===== config.mk =====
export PLATFORM = sky130hd
export DESIGN_NAME = regfile_scoreboard_flat
export DESIGN_NICKNAME = d
export VERILOG_FILES = /design/src/rtl/regfile_scoreboard_if.sv /design/src/rtl/regfile_scoreboard.sv /design/src/flat_wrapper.sv
export SDC_FILE = /design/constraint.sdc
export NUM_CORES = 2
export LEC_CHECK = 0
export BUFFER_PORTS_ARGS = -buffer_cell sky130_fd_sc_hd__buf_2
export CORE_MARGIN = 4
export CORE_UTILIZATION = 45
export CTS_CLUSTER_SIZE = 40
export DETAILED_ROUTE_END_ITERATION = 8
export SLEW_MARGIN = 10
export SYNTH_ARGS = -nofsm -noshare
export SYNTH_HDL_FRONTEND = slang
export SYNTH_SLANG_ARGS = --single-unit

===== constraint.sdc =====
create_clock -name clk_i -period 38.8 [get_ports clk_i]
set_input_delay 7.76 -clock clk_i [delete_from_list [all_inputs] [get_ports clk_i]]
set_output_delay 7.76 -clock clk_i [all_outputs]
set_load 0.005 [all_outputs]

===== src/rtl/regfile_scoreboard_if.sv =====
// Bus interface for regfile_scoreboard.
// Signal suffixes are relative to the register file: *_i are driven into it and *_o are driven by it.
//   master : decode/writeback side. Drives addresses, write ports and issue; receives read data/busy.
//   slave  : register file side.
// Signals: rs1/rs2 read address, data and busy; W0 (ALU) and W1 (long-latency) write ports;
// issue/issue_rd to mark a pending producer; busy_cnt_o is the number of busy registers.
interface regfile_scoreboard_if #(
  parameter int unsigned XLEN = 32,
  parameter int unsigned NREG = 32
);
  localparam int unsigned AW = $clog2(NREG);

  logic [AW-1:0]   rs1_addr_i;
  logic [AW-1:0]   rs2_addr_i;
  logic [XLEN-1:0] rs1_data_o;
  logic [XLEN-1:0] rs2_data_o;
  logic            rs1_busy_o;
  logic            rs2_busy_o;
  logic            w0_en_i;
  logic [AW-1:0]   w0_addr_i;
  logic [XLEN-1:0] w0_data_i;
  logic            w1_en_i;
  logic [AW-1:0]   w1_addr_i;
  logic [XLEN-1:0] w1_data_i;
  logic            issue_i;
  logic [AW-1:0]   issue_rd_i;
  logic [AW:0]     busy_cnt_o;

  modport master (
    output rs1_addr_i, rs2_addr_i,
    output w0_en_i, w0_addr_i, w0_data_i,
    output w1_en_i, w1_addr_i, w1_data_i,
    output issue_i, issue_rd_i,
    input  rs1_data_o, rs2_data_o, rs1_busy_o, rs2_busy_o, busy_cnt_o
  );

  modport slave (
    input  rs1_addr_i, rs2_addr_i,
    input  w0_en_i, w0_addr_i, w0_data_i,
    input  w1_en_i, w1_addr_i, w1_data_i,
    input  issue_i, issue_rd_i,
    output rs1_data_o, rs2_data_o, rs1_busy_o, rs2_busy_o, busy_cnt_o
  );
endinterface


===== src/rtl/regfile_scoreboard.sv =====
// Multi-write register file with a per-register busy scoreboard.
// Two combinational read ports, W0 (ALU) and W1 (long-latency) write ports; W1 wins on collision.
// A busy bit per register is set by issue and cleared by W1; set wins over clear.
// Register 0 is hardwired to zero and never busy.
// Ports:
//   clk_i : clock, all state updates on posedge
//   rst_i : asynchronous active-high reset, clears data, busy bits and busy count
//   rf    : regfile_scoreboard_if.slave bus (read ports, write ports, issue, busy count)
// Optional feature: define REGFILE_BYPASS_EN to forward same-cycle write data (W1 over W0) to the
// read ports and to show a register as not busy while W1 is writing it (unless also re-issued).
module regfile_scoreboard #(
  parameter int unsigned XLEN = 32,
  parameter int unsigned NREG = 32
) (
  input logic                clk_i,
  input logic                rst_i,
  regfile_scoreboard_if.slave rf
);
  localparam int unsigned AW = $clog2(NREG);

  logic [XLEN-1:0] r_regs [NREG];
  logic [NREG-1:0] r_busy;
  logic [AW:0]     r_busy_cnt;

  logic [NREG-1:0] w_busy_d;
  logic [AW:0]     w_busy_cnt_d;
  logic [AW-1:0]   w_raddr [2];
  logic [XLEN-1:0] w_rdata [2];
  logic            w_rbusy [2];

  // Next busy vector: a new issue supersedes a completing W1 on the same register.
  always_comb begin
    w_busy_d = r_busy;
    w_busy_d[0] = 1'b0;
    for (int i = 1; i < int'(NREG); i++) begin
      if (rf.issue_i && rf.issue_rd_i == AW'(i)) begin
        w_busy_d[i] = 1'b1;
      end else if (rf.w1_en_i && rf.w1_addr_i == AW'(i)) begin
        w_busy_d[i] = 1'b0;
      end
    end
  end

  // Count is the population of the updated vector, so it cannot drift or wrap.
  always_comb begin
    w_busy_cnt_d = '0;
    for (int i = 0; i < int'(NREG); i++) begin
      w_busy_cnt_d = w_busy_cnt_d + (AW + 1)'(w_busy_d[i]);
    end
  end

  always_ff @(posedge clk_i or posedge rst_i) begin
    if (rst_i) begin
      r_busy     <= '0;
      r_busy_cnt <= '0;
    end else begin
      r_busy     <= w_busy_d;
      r_busy_cnt <= w_busy_cnt_d;
    end
  end

  always_ff @(posedge clk_i or posedge rst_i) begin
    if (rst_i) begin
      for (int i = 0; i < int'(NREG); i++) begin
        r_regs[i] <= '0;
      end
    end else begin
      if (rf.w0_en_i && rf.w0_addr_i != '0) begin
        r_regs[rf.w0_addr_i] <= rf.w0_data_i;
      end
      // Later assignment gives W1 priority over W0.
      if (rf.w1_en_i && rf.w1_addr_i != '0) begin
        r_regs[rf.w1_addr_i] <= rf.w1_data_i;
      end
    end
  end

  assign w_raddr[0] = rf.rs1_addr_i;
  assign w_raddr[1] = rf.rs2_addr_i;

  always_comb begin
    for (int p = 0; p < 2; p++) begin
      w_rdata[p] = r_regs[w_raddr[p]];
      w_rbusy[p] = r_busy[w_raddr[p]];
`ifdef REGFILE_BYPASS_EN
      if (rf.w1_en_i && rf.w1_addr_i == w_raddr[p]) begin
        w_rdata[p] = rf.w1_data_i;
        if (!(rf.issue_i && rf.issue_rd_i == w_raddr[p])) begin
          w_rbusy[p] = 1'b0;
        end
      end else if (rf.w0_en_i && rf.w0_addr_i == w_raddr[p]) begin
        w_rdata[p] = rf.w0_data_i;
      end
`endif
      if (w_raddr[p] == '0) begin
        w_rdata[p] = '0;
        w_rbusy[p] = 1'b0;
      end
    end
  end

  assign rf.rs1_data_o = w_rdata[0];
  assign rf.rs2_data_o = w_rdata[1];
  assign rf.rs1_busy_o = w_rbusy[0];
  assign rf.rs2_busy_o = w_rbusy[1];
  assign rf.busy_cnt_o = r_busy_cnt;

endmodule


===== src/flat_wrapper.sv =====
// flat-port wrapper written by rule: the top's interface ports become plain ports
module regfile_scoreboard_flat 
#(
  parameter int unsigned XLEN = 32,
  parameter int unsigned NREG = 32
)
  (clk_i, rst_i, rf_rs1_addr_i, rf_rs2_addr_i, rf_w0_en_i, rf_w0_addr_i, rf_w0_data_i, rf_w1_en_i, rf_w1_addr_i, rf_w1_data_i, rf_issue_i, rf_issue_rd_i, rf_rs1_data_o, rf_rs2_data_o, rf_rs1_busy_o, rf_rs2_busy_o, rf_busy_cnt_o);
  regfile_scoreboard_if #(.XLEN(XLEN), .NREG(NREG)) rf_i ();
  input logic clk_i;
  input logic rst_i;
  input wire logic [$bits(rf_i.rs1_addr_i)-1:0] rf_rs1_addr_i;
  input wire logic [$bits(rf_i.rs2_addr_i)-1:0] rf_rs2_addr_i;
  input wire logic [$bits(rf_i.w0_en_i)-1:0] rf_w0_en_i;
  input wire logic [$bits(rf_i.w0_addr_i)-1:0] rf_w0_addr_i;
  input wire logic [$bits(rf_i.w0_data_i)-1:0] rf_w0_data_i;
  input wire logic [$bits(rf_i.w1_en_i)-1:0] rf_w1_en_i;
  input wire logic [$bits(rf_i.w1_addr_i)-1:0] rf_w1_addr_i;
  input wire logic [$bits(rf_i.w1_data_i)-1:0] rf_w1_data_i;
  input wire logic [$bits(rf_i.issue_i)-1:0] rf_issue_i;
  input wire logic [$bits(rf_i.issue_rd_i)-1:0] rf_issue_rd_i;
  output wire logic [$bits(rf_i.rs1_data_o)-1:0] rf_rs1_data_o;
  output wire logic [$bits(rf_i.rs2_data_o)-1:0] rf_rs2_data_o;
  output wire logic [$bits(rf_i.rs1_busy_o)-1:0] rf_rs1_busy_o;
  output wire logic [$bits(rf_i.rs2_busy_o)-1:0] rf_rs2_busy_o;
  output wire logic [$bits(rf_i.busy_cnt_o)-1:0] rf_busy_cnt_o;
  assign rf_i.rs1_addr_i = rf_rs1_addr_i;
  assign rf_i.rs2_addr_i = rf_rs2_addr_i;
  assign rf_i.w0_en_i = rf_w0_en_i;
  assign rf_i.w0_addr_i = rf_w0_addr_i;
  assign rf_i.w0_data_i = rf_w0_data_i;
  assign rf_i.w1_en_i = rf_w1_en_i;
  assign rf_i.w1_addr_i = rf_w1_addr_i;
  assign rf_i.w1_data_i = rf_w1_data_i;
  assign rf_i.issue_i = rf_issue_i;
  assign rf_i.issue_rd_i = rf_issue_rd_i;
  assign rf_rs1_data_o = rf_i.rs1_data_o;
  assign rf_rs2_data_o = rf_i.rs2_data_o;
  assign rf_rs1_busy_o = rf_i.rs1_busy_o;
  assign rf_rs2_busy_o = rf_i.rs2_busy_o;
  assign rf_busy_cnt_o = rf_i.busy_cnt_o;
  regfile_scoreboard #(.XLEN(XLEN), .NREG(NREG)) u_core (.clk_i(clk_i), .rst_i(rst_i), .rf(rf_i));
endmodule

# Word-level counts from Yosys, hierarchy flattened
# Index checks and enable logic that the tools add are counted.
[totals] ff_bits=1061
[op_classes] n_addsub=30 magnitude_cmp=8 n_eq_ne=62 muxes=84 bitwise=4 n_reduce_logical=70
[op_table] cell="1024-bit bitwise mux" n=2
[op_table] cell="1024-bit two-way mux" n=2
[op_table] cell="32-bit binary-select mux with 5-bit select" n=2
[op_table] cell="32-bit demux with 5-bit select" n=2
[op_table] cell="32-bit two-way mux" n=8
[op_table] cell="6-bit by 1-bit adder with 6-bit output" n=29
[op_table] cell="5-bit == test (second input constant)" n=32
[op_table] cell="5-bit by 4-bit == test with 1-bit output (second input constant)" n=16
[op_table] cell="1-bit logical AND" n=66
[op_table] cell="1-bit two-way mux" n=66
[op_table] cell="5-bit by 3-bit == test with 1-bit output (second input constant)" n=8
[op_table] cell="6-bit greater-or-equal comparator (second input constant)" n=4
[op_table] cell="5-bit inverter with 6-bit output" n=4
[op_table] cell="5-bit by 2-bit == test with 1-bit output (second input constant)" n=4
[op_table] cell="5-bit by 6-bit less-than comparator with 1-bit output (second input constant)" n=2
[op_table] cell="6-bit by 1-bit less-than comparator with 1-bit output (second input constant)" n=2
[op_table] cell="1-bit binary-select mux with 5-bit select" n=2
[op_table] cell="5-bit by 1-bit == test with 1-bit output (second input constant)" n=2
[op_table] cell="5-bit zero test" n=2
[op_table] cell="5-bit nonzero test" n=2
[op_table] cell="1-bit by 1-bit adder with 2-bit output" n=1

# Longest topological paths before layout
[logic_depth] ltp_word=34 depth_mapped=23 ltp_nobuf=20

# Worst setup path after synthesis
# No wires, ideal clock.
[synth_timing] kind="input to output" from="input rf_rs1_addr_i[1]" to="output rf_rs1_data_o[1]" t_arrival_ps=9124 required_time_ps=31040 path_slack_ps=21916 stages=6 path_buffers=2 cell_sequence="buf_6 buf_2 mux4_2 mux2_2 o21ai_0 a311oi_1"
[synth_between] elab_chain_len=5 word_cells_on_any_way=6
[synth_rtl] item="start, declared" line_no="flat_wrapper.sv:11" rtl="input wire logic [$bits(rf_i.rs1_addr_i)-1:0] rf_rs1_addr_i;"
[synth_rtl] item="5-bit inverter with 6-bit output (not written as such)" line_no="regfile_scoreboard.sv:83" rtl="w_rdata[p] = r_regs[w_raddr[p]];"
[synth_rtl] item="32-bit binary-select mux with 5-bit select" line_no="regfile_scoreboard.sv:83"
[synth_rtl] item="32-bit two-way mux (not written as such) (2 in series)" line_no="regfile_scoreboard.sv:83"
[synth_rtl] item="32-bit two-way mux *" line_no="regfile_scoreboard.sv:95" rtl="if (w_raddr[p] == '0) begin"
[synth_rtl] item="end, declared" line_no="flat_wrapper.sv:21" rtl="output wire logic [$bits(rf_i.rs1_data_o)-1:0] rf_rs1_data_o;"
# Every way passes the cells marked *; elsewhere a longest branch is shown, timed or not. The select of a mux whose other input is x is not followed.

# Worst setup path in the final report
[layout_timing] from="input rf_rs2_addr_i[2]" to="output rf_rs2_data_o[24]"
[layout_between] elab_chain_len=5 word_cells_on_any_way=6
[layout_rtl] item="start, declared" line_no="flat_wrapper.sv:12" rtl="input wire logic [$bits(rf_i.rs2_addr_i)-1:0] rf_rs2_addr_i;"
[layout_rtl] item="5-bit inverter with 6-bit output (not written as such)" line_no="regfile_scoreboard.sv:83"
[layout_rtl] item="32-bit binary-select mux with 5-bit select" line_no="regfile_scoreboard.sv:83"
[layout_rtl] item="32-bit two-way mux (not written as such) (2 in series)" line_no="regfile_scoreboard.sv:83"
[layout_rtl] item="32-bit two-way mux *" line_no="regfile_scoreboard.sv:95"
[layout_rtl] item="end, declared" line_no="flat_wrapper.sv:22" rtl="output wire logic [$bits(rf_i.rs2_data_o)-1:0] rf_rs2_data_o;"
# Marked as above.

==> results list <==
* DRC violations left: 0
* Initial core utilization: between 40% and 50%
* Finished Core Util: around half
* Fmax: slightly above 0.05 GHz
- Clock skew on the completed layout was measured at 0.01001 ns.
- Leakage power: about 31 nW
- After routing, the total negative slack on setup checks comes to 0 ns.
- Final wirelength: approximately 270 mm
* Ports: 166
- The detailed router put a total of around 110 mm of wire on met1.
- Peak supply drop: 0.0002922 V
* Total count of max-transition violations in the final report: 0
- Area share of the leading cell type in the synthesized netlist: between 30% and 40%
* NumNets Final: ~6000
- Wire segments on met2 add up to approximately 120 mm in the final route.
- The detailed router placed about 53000 vias in this run.
* Hold-fix buffers, CTS: 0
- # resized after CTS: 0
- The worst setup path is captured at an output pin.
- By area the synthesized netlist is led by sky130_fd_sc_hd__dfrtp_1 (40%), sky130_fd_sc_hd__mux2i_1 (17%), sky130_fd_sc_hd__mux4_2 (16%), sky130_fd_sc_hd__o21ai_0 (4.2%), sky130_fd_sc_hd__a21oi_1 (3.9%).
- The slowest stage of the critical path belongs to the cell sky130_fd_sc_hd__a311oi_1.
- Fraction of registers with async set/reset: 100.0%
* Sum of met3 wire segment lengths after detailed routing: approximately 30 mm
* First-pass DRT Iterations: 8
- At the pin with the least slew margin, the transition time is roughly 1.3 ns.
- Walking the worst path, the cells encountered are buf_8, buf_4, buf_4, mux2i_1, nand2_1, o2111ai_1, a311oi_1, buf_2.
- The synthesized netlist occupies a cell area of 66610 um^2.
* Power per cell area: 57.26 nW/um^2
- Among all flip-flop cells after synthesis, the most frequent one is sky130_fd_sc_hd__dfrtp_1.
- Largest area contributor in the synthesized netlist: sky130_fd_sc_hd__dfrtp_1
* Setup Viol. Count Final: 0
- Shortest period the worst path allows: ~20 ns
- The number of global-route vias before repair was slightly above 50000.
- Detailed placement ended at an HPWL of 145.5 mm.
- Post-synth net total: between 6000 and 7000
- Cell at the root of the clock tree: sky130_fd_sc_hd__clkbuf_16
- Count of synthesis-stage warnings from yosys: 0
* H-tree depth reported by CTS: 3
- Setup Buffers After CTS: 0
* Area of the die: around 150000 um^2
* Worst Setup Start Kind: input pin
- Area growth, synth to finish: 7.695%
- The tool flagged a number of max-cap violations equal to 0.
- Family with the most delay on the worst path: buffers and inverters
- Req. time, crit path: between 30 and 40 ns
- Worst setup slack after layout: approximately 19 ns
- Highest metal layer with signal wires: met5
- Die boundary height: 392.7 um
* Bufs on Longest Clock Path: 3
- Global routing finished with a remaining overflow of 0.
- IO buf count: between 150 and 200
- Wire length of the first global-routing pass: roughly 380 mm
* Worst Path Buf+Inv: 4
- Worst skew pair latency: 0.77 ns
- Slowest stage delay, CP: around 1.1 ns
* Flops & latches, synth: between 1000 and 1500
- Across every metal layer, demand over resource in global routing totals about 34%.
- Synthesis instantiated 53 different standard cells from the library.
- The number of hold violations in the final report came to 0.
- Setup repair after global routing left no endpoint under its margin.
- CTS Buf Count: 120
- The number of antenna violations at the first check in global routing was 20.
- Number of cell rows: 140
* Sum of internal, switching and leakage power: around 0.0041 W
- In the routed layout, each cell is associated on average with a via count of 6.721.
- Most common cell on crit path: sky130_fd_sc_hd__buf_4
* Clock slew at reported path FFs: about 0.06 ns
- Area of the placeable core: around 150000 um^2
- Of all nets on the critical path, the largest fanout is a little over 70.
* Gate Count Post-Synth: around 6200
* Run status: complete, no violations
- Remaining antenna violation count: 0
- Worst hold path class: flop to flop
* Clk sink count: approximately 1100
- Entering global routing, the biggest net connects between 150 and 200 pins.
- The critical path is of the input pin to output pin type.
- TritonCTS built the clock tree.
- For flop-to-flop paths, the worst setup slack is approximately 34 ns.
* Fin crit share: about half
- After the first detailed-routing iteration, the DRC count stood at around 7700.
- Post-Place Setup Slack: just under 20 ns
* Share of cells above drive strength 1: between 10% and 20%
- Slew HR: approximately 11%
- Sequential cell area fraction in the yosys report: about two fifths
- Signal arrival time at the worst endpoint: between 10 and 15 ns
- Routability-driven placement finished with a final weighted congestion of approximately 0.86.
- Post-Syn Area per Cell: 10.71 um^2
- DR WL/cell: 33.59 um
- Chip Width: a little under 400 um
* EDFF count, synth: 0
## sequential cells by signal, indices dropped and copies added, names as in the netlist
| signal | flops |
|---|---|
| u_core.r_busy | 31 |
| u_core.r_regs | 1024 |
| u_core.rf.busy_cnt_o | 6 |
## through the flow
step	area (um^2)	hold WS, ns	std cells
after CTS	71700	0.3964	7886
after detailed placement	67520	0.3820	7659
after global placement	67520	0.3772	7659
after global routing	71700	0.4079	7888
final	71740	0.3942	7902
after floorplan	66610	0.4413	6220
## per-layer routing
layer	GRT usage [%]	vias up
li1	-	22000
met1	46.94	26920
met2	50.18	3470
met4	17.11	12
met3	8.335	705
met5	0	-
## path summary, 6_finish.rpt
kind                                              start                           endpoint  cells past startpoint
max in group asynchronous                         rst_i       u_core.r_regs[174]$_DFF_PP0_                      6
min in group asynchronous                         rst_i       u_core.r_regs[801]$_DFF_PP0_                      2
setup reg to reg             u_core.r_busy[2]$_DFF_PP0_  u_core.rf.busy_cnt_o[4]$_DFF_PP0_                     18
hold / removal             u_core.r_regs[995]$_DFF_PP0_       u_core.r_regs[995]$_DFF_PP0_                      0
setup / recovery                       rf_rs2_addr_i[2]                  rf_rs2_data_o[24]                      8
hold reg to reg            u_core.r_regs[995]$_DFF_PP0_       u_core.r_regs[995]$_DFF_PP0_                      0
## cell usage in the layout, fill, tap and decap left out, types with 5 or more instances in the layout
master and count:
sky130_fd_sc_hd__inv_1 48, sky130_fd_sc_hd__clkbuf_16 124, sky130_fd_sc_hd__nor2_4 26, sky130_fd_sc_hd__a21oi_1 516, sky130_fd_sc_hd__clkinv_2 23, sky130_fd_sc_hd__mux4_2 460
sky130_fd_sc_hd__mux2i_1 1124, sky130_fd_sc_hd__a32o_1 6, sky130_fd_sc_hd__a22o_1 10, sky130_fd_sc_hd__ha_1 9, sky130_fd_sc_hd__a22oi_1 74, sky130_fd_sc_hd__bufinv_16 12
sky130_fd_sc_hd__buf_4 118, sky130_fd_sc_hd__clkbuf_1 31, sky130_fd_sc_hd__mux2_2 68, sky130_fd_sc_hd__fa_1 23, sky130_fd_sc_hd__and3b_1 7, sky130_fd_sc_hd__buf_2 159
sky130_fd_sc_hd__o21ai_1 46, sky130_fd_sc_hd__nor2b_1 73, sky130_fd_sc_hd__o21ai_0 558, sky130_fd_sc_hd__nand2b_1 5, sky130_fd_sc_hd__o2111ai_1 17, sky130_fd_sc_hd__a211oi_1 64
sky130_fd_sc_hd__a221oi_1 49, sky130_fd_sc_hd__nor2_1 518, sky130_fd_sc_hd__clkbuf_8 31, sky130_fd_sc_hd__diode_2 16, sky130_fd_sc_hd__a311oi_1 66, sky130_fd_sc_hd__nand2_1 535
sky130_fd_sc_hd__nand2_4 25, sky130_fd_sc_hd__dfrtp_1 1061, sky130_fd_sc_hd__nor3b_1 6, sky130_fd_sc_hd__nor3_1 7
## synthesized netlist by cell type, types with 74 or more instances
cell type	number
sky130_fd_sc_hd__o21ai_0	558
sky130_fd_sc_hd__nand2_1	557
sky130_fd_sc_hd__buf_2	252
sky130_fd_sc_hd__nor2b_1	77
sky130_fd_sc_hd__mux2i_1	1124
sky130_fd_sc_hd__a21oi_1	516
sky130_fd_sc_hd__mux4_2	460
sky130_fd_sc_hd__clkbuf_1	360
sky130_fd_sc_hd__a22oi_1	74
sky130_fd_sc_hd__buf_4	92
sky130_fd_sc_hd__nor2_1	526
sky130_fd_sc_hd__dfrtp_1	1061
## cell families (layout without fill, tap and decap cells)
family	Yosys count	count (layout)	share of synthesized area, %
xor gates and xnor gates	3	3	0.03945
muxes	1652	1652	33.59
DFF	1061	1061	39.86
adders and majority gates	32	32	0.8603
other	0	16	0
buffers and inverters	815	564	5.838
AOI/OAI and AO/OA	1412	1412	12.00
and+or+nand+nor	1245	1245	7.808
## cell type report
cell class / instances / area (um^2)
well taps: 1917 / 2399
multi-input cells: 4344 / 36550
repair buffers: 286 / 1824
clock inverters: 41 / 530.5
flip-flops and latches: 1061 / 26550
inverters: 51 / 203.9
diodes: 16 / 40.04
fillers: 13080 / 74700
clock buffers: 186 / 3646
## report_power, final
group	internal, W	total (W)	leakage (nW)	switching (W)
logic	0.000645	0.00125	16.5	0.000601
clock network	0.000721	0.00122	2.06	0.000502
registers	0.00140	0.00164	13.0	0.000234
total	0.00277	0.00411	31.5	0.00134
No activity file was read; power rests on OpenSTA's default activity.
